[src/rtl/qcs_dyn_pre_gen_pkg.sv]
// Shared types, constants and helpers for the qcs_dyn_pre_gen responder.
package qcs_dyn_pre_gen_pkg;

   typedef enum logic [1:0] {BW_20 = 2'd0, BW_40 = 2'd1, BW_80 = 2'd2, BW_RSV = 2'd3} bw_e;
   typedef enum logic [1:0] {GAMMA_P1 = 2'd0, GAMMA_PJ = 2'd1, GAMMA_M1 = 2'd2, GAMMA_MJ = 2'd3} gamma_e;
   typedef enum logic [1:0] {ST_IDLE, ST_ACTIVE, ST_DRAIN} state_e;

   localparam int unsigned LTF_AMP = 1024;

   // L-LTF sign table, bit set = -LTF_AMP. POS: tones 1..26 (bit 0 = tone 1).
   // NEG: tones 38..63, i.e. subcarriers -26..-1 (bit 0 = tone 38).
   localparam logic [25:0] LTF_POS_NEG = 26'b0000_1010_1100_1111_1010_1001_10;
   localparam logic [25:0] LTF_NEG_NEG = 26'b0000_1010_0110_0000_0101_0011_00;

   function automatic logic [1:0] ntx_shift(input logic [3:0] n);
      if (n >= 4'd8)      return 2'd3;
      else if (n >= 4'd4) return 2'd2;
      else if (n >= 4'd2) return 2'd1;
      else                return 2'd0;
   endfunction

endpackage

[src/rtl/qcs_dyn_pre_gen_ltf_rom.sv]
// 64-entry registered non-HT L-LTF tone table; real-valued, so only I is produced.
module qcs_dyn_pre_gen_ltf_rom
   import qcs_dyn_pre_gen_pkg::*;
#(
   parameter int SAMPLE_W = 12
) (
   input  logic                       clk,
   input  logic                       reset_n,
   input  logic [5:0]                 i_tone,
   output logic signed [SAMPLE_W-1:0] o_i
);

   localparam logic signed [SAMPLE_W-1:0] AMP = SAMPLE_W'(LTF_AMP);

   logic [5:0]                 w_pos_idx;
   logic [5:0]                 w_neg_idx;
   logic                       w_neg;
   logic                       w_zero;
   logic signed [SAMPLE_W-1:0] w_i;

   always_comb begin
      w_pos_idx = i_tone - 6'd1;
      w_neg_idx = i_tone - 6'd38;
      w_neg     = 1'b0;
      w_zero    = 1'b0;
      if (i_tone >= 6'd1 && i_tone <= 6'd26) begin
         w_neg = LTF_POS_NEG[w_pos_idx[4:0]];
      end else if (i_tone >= 6'd38) begin
         w_neg = LTF_NEG_NEG[w_neg_idx[4:0]];
      end else begin
         w_zero = 1'b1;
      end
      w_i = w_zero ? '0 : (w_neg ? -AMP : AMP);
   end

   always_ff @(posedge clk or negedge reset_n) begin
      if (!reset_n) o_i <= '0;
      else          o_i <= w_i;
   end

endmodule

[src/rtl/qcs_dyn_pre_gen_rsp.sv]
// Responder for qcs_dyn_pre_gen: 2-stage L-LTF tone reader with duplication, gamma, puncture and n_tx scaling.
// Optional read counter output rd_cnt enabled by `define QCS_DYN_PRE_GEN_RSP_STATS_EN.
module qcs_dyn_pre_gen_rsp
   import qcs_dyn_pre_gen_pkg::*;
#(
   parameter int ADDR_DW   = 8,
   parameter int BW_W      = 2,
   parameter int GAMMA_W   = 8,
   parameter int SUBBAND_W = 4,
   parameter int SAMPLE_W  = 12
) (
`ifdef QCS_DYN_PRE_GEN_RSP_STATS_EN
   output logic [15:0]                rd_cnt,
`endif
   input  logic                       clk,
   input  logic                       reset_n,
   input  logic                       nhtp_re,
   input  logic [ADDR_DW-1:0]         nhtp_raddr,
   input  logic [BW_W-1:0]            txconfig_bw,
   input  logic [BW_W-1:0]            sys_bw_mode,
   input  logic [SUBBAND_W-1:0]       config_mu_subband_present,
   input  logic [GAMMA_W-1:0]         config_gamma_rotation,
   input  logic [3:0]                 n_tx,
   input  logic                       nhtp_4ch,
   output logic                       nhtp_rvalid,
   output logic signed [SAMPLE_W-1:0] nhtp_rdata_i,
   output logic signed [SAMPLE_W-1:0] nhtp_rdata_q,
   output logic                       addr_err,
   output logic                       cfg_err
);

   localparam int SB_W = ADDR_DW - 6;

   state_e                r_state;
   logic                  r_drain_last;
   bw_e                   r_bw;
   logic [SUBBAND_W-1:0]  r_mask;
   logic [GAMMA_W-1:0]    r_gamma;
   logic [1:0]            r_shift;
   logic                  r_cfg_err;

   logic                  r_v1;
   logic [SB_W-1:0]       r_sb1;
   logic signed [SAMPLE_W-1:0] w_rom_i;

   logic [BW_W-1:0]       w_eff_bw;
   logic                  w_cfg_bad;

   always_comb begin
      w_eff_bw  = nhtp_4ch ? BW_W'(BW_80) : txconfig_bw;
      w_cfg_bad = (txconfig_bw == BW_W'(BW_RSV)) || (sys_bw_mode == BW_W'(BW_RSV)) ||
                  (w_eff_bw > sys_bw_mode);
   end

   // Config is only sampled on the IDLE->ACTIVE edge; DRAIN re-entry keeps it.
   always_ff @(posedge clk or negedge reset_n) begin
      if (!reset_n) begin
         r_state      <= ST_IDLE;
         r_drain_last <= 1'b0;
         r_bw         <= BW_20;
         r_mask       <= '0;
         r_gamma      <= '0;
         r_shift      <= '0;
         r_cfg_err    <= 1'b0;
      end else begin
         case (r_state)
            ST_IDLE: if (nhtp_re) begin
               r_state   <= ST_ACTIVE;
               r_bw      <= bw_e'(w_eff_bw);
               r_mask    <= config_mu_subband_present;
               r_gamma   <= config_gamma_rotation;
               r_shift   <= ntx_shift(n_tx);
               r_cfg_err <= w_cfg_bad;
            end
            ST_ACTIVE: if (!nhtp_re) begin
               r_state      <= ST_DRAIN;
               r_drain_last <= 1'b0;
            end
            ST_DRAIN: begin
               if (nhtp_re)           r_state      <= ST_ACTIVE;
               else if (r_drain_last) r_state      <= ST_IDLE;
               else                   r_drain_last <= 1'b1;
            end
            default: r_state <= ST_IDLE;
         endcase
      end
   end

   qcs_dyn_pre_gen_ltf_rom #(
      .SAMPLE_W (SAMPLE_W)
   ) u_rom (
      .clk     (clk),
      .reset_n (reset_n),
      .i_tone  (nhtp_raddr[5:0]),
      .o_i     (w_rom_i)
   );

   always_ff @(posedge clk or negedge reset_n) begin
      if (!reset_n) begin
         r_v1  <= 1'b0;
         r_sb1 <= '0;
      end else begin
         r_v1  <= nhtp_re;
         r_sb1 <= nhtp_raddr[ADDR_DW-1:6];
      end
   end

   logic [2:0]                 w_act_sb;
   logic                       w_addr_bad;
   logic                       w_kill;
   gamma_e                     w_gamma;
   logic signed [SAMPLE_W-1:0] w_src_q;
   logic signed [SAMPLE_W-1:0] w_rot_i;
   logic signed [SAMPLE_W-1:0] w_rot_q;
   logic signed [SAMPLE_W-1:0] w_sc_i;
   logic signed [SAMPLE_W-1:0] w_sc_q;

   always_comb begin
      case (r_bw)
         BW_20:   w_act_sb = 3'd1;
         BW_40:   w_act_sb = 3'd2;
         default: w_act_sb = 3'd4;
      endcase
      w_addr_bad = {1'b0, r_sb1} >= w_act_sb;
      w_kill     = w_addr_bad || !r_mask[r_sb1] || r_cfg_err;
      w_gamma    = gamma_e'(r_gamma[{r_sb1, 1'b0} +: 2]);
      w_src_q    = '0;
      case (w_gamma)
         GAMMA_PJ: begin w_rot_i = -w_src_q; w_rot_q =  w_rom_i; end
         GAMMA_M1: begin w_rot_i = -w_rom_i; w_rot_q = -w_src_q; end
         GAMMA_MJ: begin w_rot_i =  w_src_q; w_rot_q = -w_rom_i; end
         default:  begin w_rot_i =  w_rom_i; w_rot_q =  w_src_q; end
      endcase
      w_sc_i = w_rot_i >>> r_shift;
      w_sc_q = w_rot_q >>> r_shift;
   end

   always_ff @(posedge clk or negedge reset_n) begin
      if (!reset_n) begin
         nhtp_rvalid  <= 1'b0;
         nhtp_rdata_i <= '0;
         nhtp_rdata_q <= '0;
         addr_err     <= 1'b0;
      end else begin
         nhtp_rvalid  <= r_v1;
         addr_err     <= r_v1 && w_addr_bad;
         nhtp_rdata_i <= (r_v1 && !w_kill) ? w_sc_i : '0;
         nhtp_rdata_q <= (r_v1 && !w_kill) ? w_sc_q : '0;
      end
   end

   assign cfg_err = r_cfg_err;

`ifdef QCS_DYN_PRE_GEN_RSP_STATS_EN
   always_ff @(posedge clk or negedge reset_n) begin
      if (!reset_n)                          rd_cnt <= '0;
      else if (nhtp_re && r_state == ST_IDLE) rd_cnt <= 16'd1;
      else if (nhtp_re && rd_cnt != '1)      rd_cnt <= rd_cnt + 16'd1;
   end
`endif

endmodule

[config.mk]
export PLATFORM = sky130hd
export DESIGN_NAME = qcs_dyn_pre_gen_rsp
export DESIGN_NICKNAME = d
export VERILOG_FILES = /design/src/rtl/qcs_dyn_pre_gen_pkg.sv /design/src/rtl/qcs_dyn_pre_gen_ltf_rom.sv /design/src/rtl/qcs_dyn_pre_gen_rsp.sv
export SDC_FILE = /design/constraint.sdc
export NUM_CORES = 1
export LEC_CHECK = 0
export ABC_AREA = 1
export CAP_MARGIN = 10
export CORE_MARGIN = 1
export CORE_UTILIZATION = 45
export DETAILED_ROUTE_END_ITERATION = 6
export HOLD_SLACK_MARGIN = 0.03
export PLACE_DENSITY = 0.82
export SLEW_MARGIN = 20
export SYNTH_ARGS = -nofsm -noshare
export SYNTH_HDL_FRONTEND = slang
export SYNTH_SLANG_ARGS = --single-unit
export TNS_END_PERCENT = 20
[constraint.sdc]
create_clock -name clk -period 1.9 [get_ports clk]
set_input_delay 0.475 -clock clk [delete_from_list [all_inputs] [get_ports clk]]
set_output_delay 0.475 -clock clk [all_outputs]
set_load 0.05 [all_outputs]
After elaboration in Yosys (flattened, before gate mapping)
Memories as Yosys holds them, arrays and structs flattened.
Index checks and enable logic that the tools add are counted.
{"block": "word_totals", "reg_bits": 61, "rom_bits": 64, "in_bits": 32, "out_inout_bits": 27, "mem_count": 2}
{"block": "classes", "n_addsub": 3, "n_lt_le_gt_ge": 11, "eq_ne": 12, "n_shift": 3, "muxes": 27, "n_reduce_logical": 16}
{"memory": "(no name shown)", "words": 32, "width": 1, "rd": 1, "rd_clocked_by_memory_dff": 0, "wr": 0, "line": "qcs_dyn_pre_gen_ltf_rom.sv:29", "rtl": "w_neg = LTF_NEG_NEG[w_neg_idx[4:0]];"}
{"memory": "(no name shown)", "words": 32, "width": 1, "rd": 1, "rd_clocked_by_memory_dff": 0, "wr": 0, "line": "qcs_dyn_pre_gen_ltf_rom.sv:27", "rtl": "w_neg = LTF_POS_NEG[w_pos_idx[4:0]];"}
{"op": "$mux W12", "count": 4}
{"op": "$pmux W12 S2", "count": 2}
{"op": "$sshr A12 B2 Y12", "count": 2}
{"op": "$mux W2", "count": 7}
{"op": "$lt A5 B6 Y1 const B", "count": 2}
{"op": "$neg A12 Y12", "count": 1}
{"op": "$eq A2 B2 Y1 const B", "count": 5}
{"op": "$mux W1", "count": 10}
{"op": "$shiftx A8 B4 Y2", "count": 1}
{"op": "$eq A2 B1 Y1 const B", "count": 3}
{"op": "$ge A6 B1 Y1 const B", "count": 1}
{"op": "$ge A6 B6 Y1 const B", "count": 1}
{"op": "$le A6 B5 Y1 const B", "count": 1}
{"op": "$ne A2 B2 Y1 const B", "count": 3}
{"op": "$pmux W2 S3", "count": 1}
{"op": "$pmux W3 S2", "count": 1}
{"op": "$reduce_and A3 Y1", "count": 2}
{"op": "$sub A5 B1 Y5 const B", "count": 1}
{"op": "$sub A5 B3 Y5 const B", "count": 1}
{"op": "$ge A4 B2 Y1 const B", "count": 1}
{"op": "$ge A4 B3 Y1 const B", "count": 1}
{"op": "$ge A4 B4 Y1 const B", "count": 1}
{"op": "$logic_not A2 Y1", "count": 2}
{"op": "$logic_or A1 B1 Y1", "count": 4}
{"op": "other kinds (11)", "count": 14}

Depth between registers and ports, before layout
{"block": "depth", "depth_word": 8, "ltp_mapped": 10, "mapped_depth_nobuf": 10}

Modules after synthesis
A second synthesis with hierarchy kept.
{"block": "hier_totals", "cells_unflattened": 496, "area_unflattened_um2": 3553.4}
{"mod": "qcs_dyn_pre_gen_rsp", "instances": 1, "cells_each": 407, "area_per_inst_um2": 3030.4, "seq_area_each_um2": 1226.2}
{"mod": "qcs_dyn_pre_gen_ltf_rom", "instances": 1, "cells_each": 89, "area_per_inst_um2": 523.0, "seq_area_each_um2": 50.0}

Least setup slack after synthesis
No wires, ideal clock.
{"block": "synth_timing", "path_kind": "input port to flip-flop", "from": "input port nhtp_raddr[1]", "to": "register u_rom.o_i[11]", "setup_ns": 0.116, "arrival_ns": 1.462, "required_ns": 1.784, "slack_ns": 0.322, "path_stages": 8, "n_path_buf": 0, "cell_sequence": "inv_1 ha_1 xnor2_1 or2_2 nand3_1 nand3_1 nand2_1 nand2_1"}
{"block": "synth_between", "elab_chain_cells": 7, "elab_cells_between_ends": 16, "cone_classes": "add/sub (2); order compare (3); mux (8); reduce/logical (1); memory (2)"}
{"item": "start: declaration", "line": "qcs_dyn_pre_gen_rsp.sv:18", "rtl": "input logic [ADDR_DW-1:0] nhtp_raddr,"}
{"item": "$sub A5 B3 Y5", "line": "qcs_dyn_pre_gen_ltf_rom.sv:23", "rtl": "w_neg_idx = i_tone - 6'd38;"}
{"item": "$mem_v2 Z32 W1"}
{"item": "$mux W1 (implied by the code)", "line": "qcs_dyn_pre_gen_ltf_rom.sv:29"}
{"item": "$mux W1", "line": "qcs_dyn_pre_gen_ltf_rom.sv:28", "rtl": "end else if (i_tone >= 6'd38) begin"}
{"item": "$mux W1", "line": "qcs_dyn_pre_gen_ltf_rom.sv:26", "rtl": "if (i_tone >= 6'd1 && i_tone <= 6'd26) begin"}
{"item": "$mux W12", "line": "qcs_dyn_pre_gen_ltf_rom.sv:33", "rtl": "w_i = w_zero ? '0 : (w_neg ? -AMP : AMP);"}
{"item": "$mux W12 *", "line": "qcs_dyn_pre_gen_ltf_rom.sv:33"}
{"item": "named net u_rom.w_i[11]", "line": "qcs_dyn_pre_gen_ltf_rom.sv:19", "rtl": "logic signed [SAMPLE_W-1:0] w_i;"}
{"item": "end signal: assignment", "line": "qcs_dyn_pre_gen_ltf_rom.sv:38", "rtl": "else o_i <= w_i;"}
{"item": "end: declaration", "line": "qcs_dyn_pre_gen_ltf_rom.sv:10", "rtl": "output logic signed [SAMPLE_W-1:0] o_i"}
Mark *: on every way through the listed nets, which the timed path passes. The rest lies on a longest branch. The select of a mux whose other input is x is not followed.
A chain may end at the register's enable or synchronous reset.

Final worst setup path
Same ends and word-level chain as after synthesis.

==> metrics.md <==
| Metric | Value |
|---|---|
| Status | finished with violations |
| Failing checks | design-rule violations |
| Bufs on Longest Clock Path | 2 |
| Internal reg-to-reg setup slack | roughly 240 ps |
| Ys Warns | 0 |
| Worst reg2reg path startpoint | r_bw[1] |
| Avg Cell Area, Syn | around 8 sq um |
| Max incr delay on CP | ~470 ps |
| Worst path slowest cell | clkdlybuf4s50_1 |
| WL/cell | ~11 microns |
| Post-Syn Area | roughly 2100 sq um |
| DRT antenna net count | 0 |
| WHS | 431 ps |
| Postcts setup bufs | 0 |
| DP HPWL | 3310 microns |
| Multi-input gate area | around 1000 sq um |
| GRT overflow | 0 |
| Core Rows | 24 |
| Critical path peak fanout | 6 |
| Syn Inst Count | 270 |
| PD cells | 775 nW/um^2 |
| Seq/Total Area, Yosys | 0.436 |
| Hold Path Stages | 0 |
| DRT Wirelength | around 4200 microns |
| Core area | ~4400 sq um |
| CTS buffer count | 5 |
| Fmax | 557 MHz |
| Final setup viols | 0 |
| Num Clock Sinks | 37 |
| CTS hold repair buffers | 0 |
| Sum Neg Setup Slack | 0 ps |
| Most used cell along the critical path | nand2_1 |
| CP Capture Type | register |
| Commonest non-fill, non-tap cells in the layout | nand2_1 (91), dfrtp_1 (37), inv_1 (30), clkdlybuf4s50_1 (30), buf_4 (29) |
| Top-level I/O count | 59 |
| Commonest non-fill, non-tap cell in the layout | nand2_1 |
| Crit path required time | approximately 2100 ps |
| Share of cells above drive strength 1 | 0.151 |
| Skew final | 5.48 ps |
| Nets | approximately 380 |
| Critical setup path kind | input pin to register |
| Final worst-path cycle share | 0.944 |
| Via count | 1822 |
| Root Driver | clkbuf_8 |
| First-pass GRT wire length | ~7300 microns |
| PortBufs | 43 |
| DP Area | around 2600 sq um |
| Max cap viols | 0 |
| CTS tree | yes |
| Fill cell count | just over 400 |
| Gr usage total | 0.186 |
| Final Hold Fails | 0 |
| Post-synth cell types | 26 |
| Min Tclk post-route | 1790 ps |
| Final Util | 0.619 |
| Worst-skew pair later-pin latency | about 290 ps |
| Die width | 70.7 microns |
| Post-route design area | between 2000 and 3000 sq um |
| Ant diodes | 0 |
| HP Class | register to register |
| Number of antenna violations at the first check in global routing | 0 |
| Hold Path Sink | nhtp_rvalid |
| FF+latch count, synth | 37 |
| Worst path top cell family by delay | buffers and inverters |
| CP arrival | a little over 2000 ps |
| Area delta synth->final | 29.5% |
| First-pass iteration count of the detailed router | 6 |
| Slew Viols, Final | 0 |
| Via density | 4.74 |
| Startpoint type of the worst setup path | input pin |
| Reg clk slew, reported paths | 70 ps |
| Reg2reg path depth | 9 |
| GP Congestion | ~0.9 |
| Initial Util | 0.478 |
| Die Span Y | 70.7 microns |
| Buf+Inv Stages, Crit Path | 3 |
| Tot Pwr | ~2100 uW |
| FF-to-FF End | nhtp_rdata_i[9] |
| Sequential cell area | 926 sq um |
| Largest net degree at the start of global routing | 38 |
| DR DRC count | 10 |
| Static leakage | between 0.001 and 0.0015 uW |
| Iter 0 DRT Violations | about 110 |
| CP Cell Sequence | clkdlybuf4s50_1 -> inv_1 -> buf_4 -> ha_1 -> nand2_1 -> xor2_2 -> nand2_1 -> a21oi_1 -> nand2_1 -> nand2_1 |
| Max IR drop VDD | 310 uV |
| Vias in the first global route | approximately 1800 |
| Die area | around 5000 sq um |
| Hold path startpoint | r_v1 |
| H-tree levels | 2 |
worst register-to-register path: cells and delay by family, from the launching register on:
family                     cells  cell delay, ps
and+or+nand+nor                5             570
DFF                            1             370
adders and majority gates      1             280
AOI/OAI and AO/OA              2             270
buffers and inverters          1             110
Yosys cell counts:
library cell  count  area, sq um
nor2_2            1         6.26
conb_1            1         3.75
clkbuf_1          2         7.51
inv_1            30          113
xor2_1            4         35.0
a22oi_1           1         7.51
and2_1            2         12.5
ha_1             14          175
dfrtp_1          37          926
buf_2             1         5.00
xnor2_1           2         17.5
nand3b_1          2         15.0
nand3_1          14         70.1
nand3_2           3         30.0
a21oi_1           8         40.0
nand2_2           2         12.5
nor2_1           15         56.3
nor3_1            2         10.0
nand4_1           3         18.8
or2_2             3         18.8
nand2_1          91          342
buf_4            14          105
o21ai_0          14         70.1
o211ai_1          2         15.0
a41oi_1           1         8.76
inv_2             1         3.75
layer usage:
metal / wire length [microns] / track usage / up-vias
li1: - / - / 940
met1: 1760 / 0.210 / 822
met2: 2160 / 0.329 / 48
met3: 166 / 0.0299 / 12
met4: 116 / 0.116 / 0
met5: 0 / 0 / -
timing repair:
action,in CTS,in global routing
endpoints found under the hold margin,0,0
setup endpoints to repair,0,1
resized for setup,0,3
stage by stage:
step | setup slack, ps | instances
2_1_floorplan | 322 | 283
3_3_place_gp | -173 | 377
3_5_place_dp | -228 | 377
4_1_cts | 73.9 | 384
5_1_grt | -16.6 | 384
6_report | 106 | 384
worst max path at each step:
stage,startpoint,end,slack [ps],depth (start not counted)
final,nhtp_raddr[1],u_rom.o_i[11],110,10
after global routing,nhtp_raddr[1],u_rom.o_i[11],-20,10
after CTS,nhtp_raddr[1],u_rom.o_i[11],70,10
after detailed placement,nhtp_raddr[1],u_rom.o_i[11],-230,10
after global placement,nhtp_raddr[1],u_rom.o_i[11],-170,9
after floorplan,nhtp_raddr[1],u_rom.o_i[11],320,8
area by class of cell:
type	instances	share of cell area
multi-input combinational	198	0.377
sequential	37	0.337
timing repair buffer	59	0.188
inverter	31	0.0423
clock buffer	6	0.0300
tap	52	0.0236
clock inverter	1	0.00273
power breakdown:
group | internal (uW) | switching (uW) | leakage [uW]
Clock | 286 | 252 | 0.0000433
Sequential | 894 | 71.3 | 0.000468
Combinational | 236 | 394 | 0.000967
Total | 1420 | 717 | 0.00148
cells by family (layout without fill, tap and decap cells):
group	count (synthesis)	in the layout	share of synthesized area
flip-flops	37	37	0.436
buffers and inverters	48	97	0.110
AND/OR/NAND/NOR	138	138	0.279
AO/OA/AOI/OAI	26	26	0.0666
XOR/XNOR	6	6	0.0247
adder cells (fa/ha/maj)	14	14	0.0825
other	1	14	0.00177
flip-flops by register name (all words and copies together) (netlist names), 2 cells and up:
register / flops
r_gamma: 8
nhtp_rdata_i: 5
nhtp_rdata_q: 5
r_mask: 4
r_bw: 2
r_sb1: 2
r_shift: 2
r_state: 2
u_rom.o_i: 2
(Power assumes the default switching activity.)
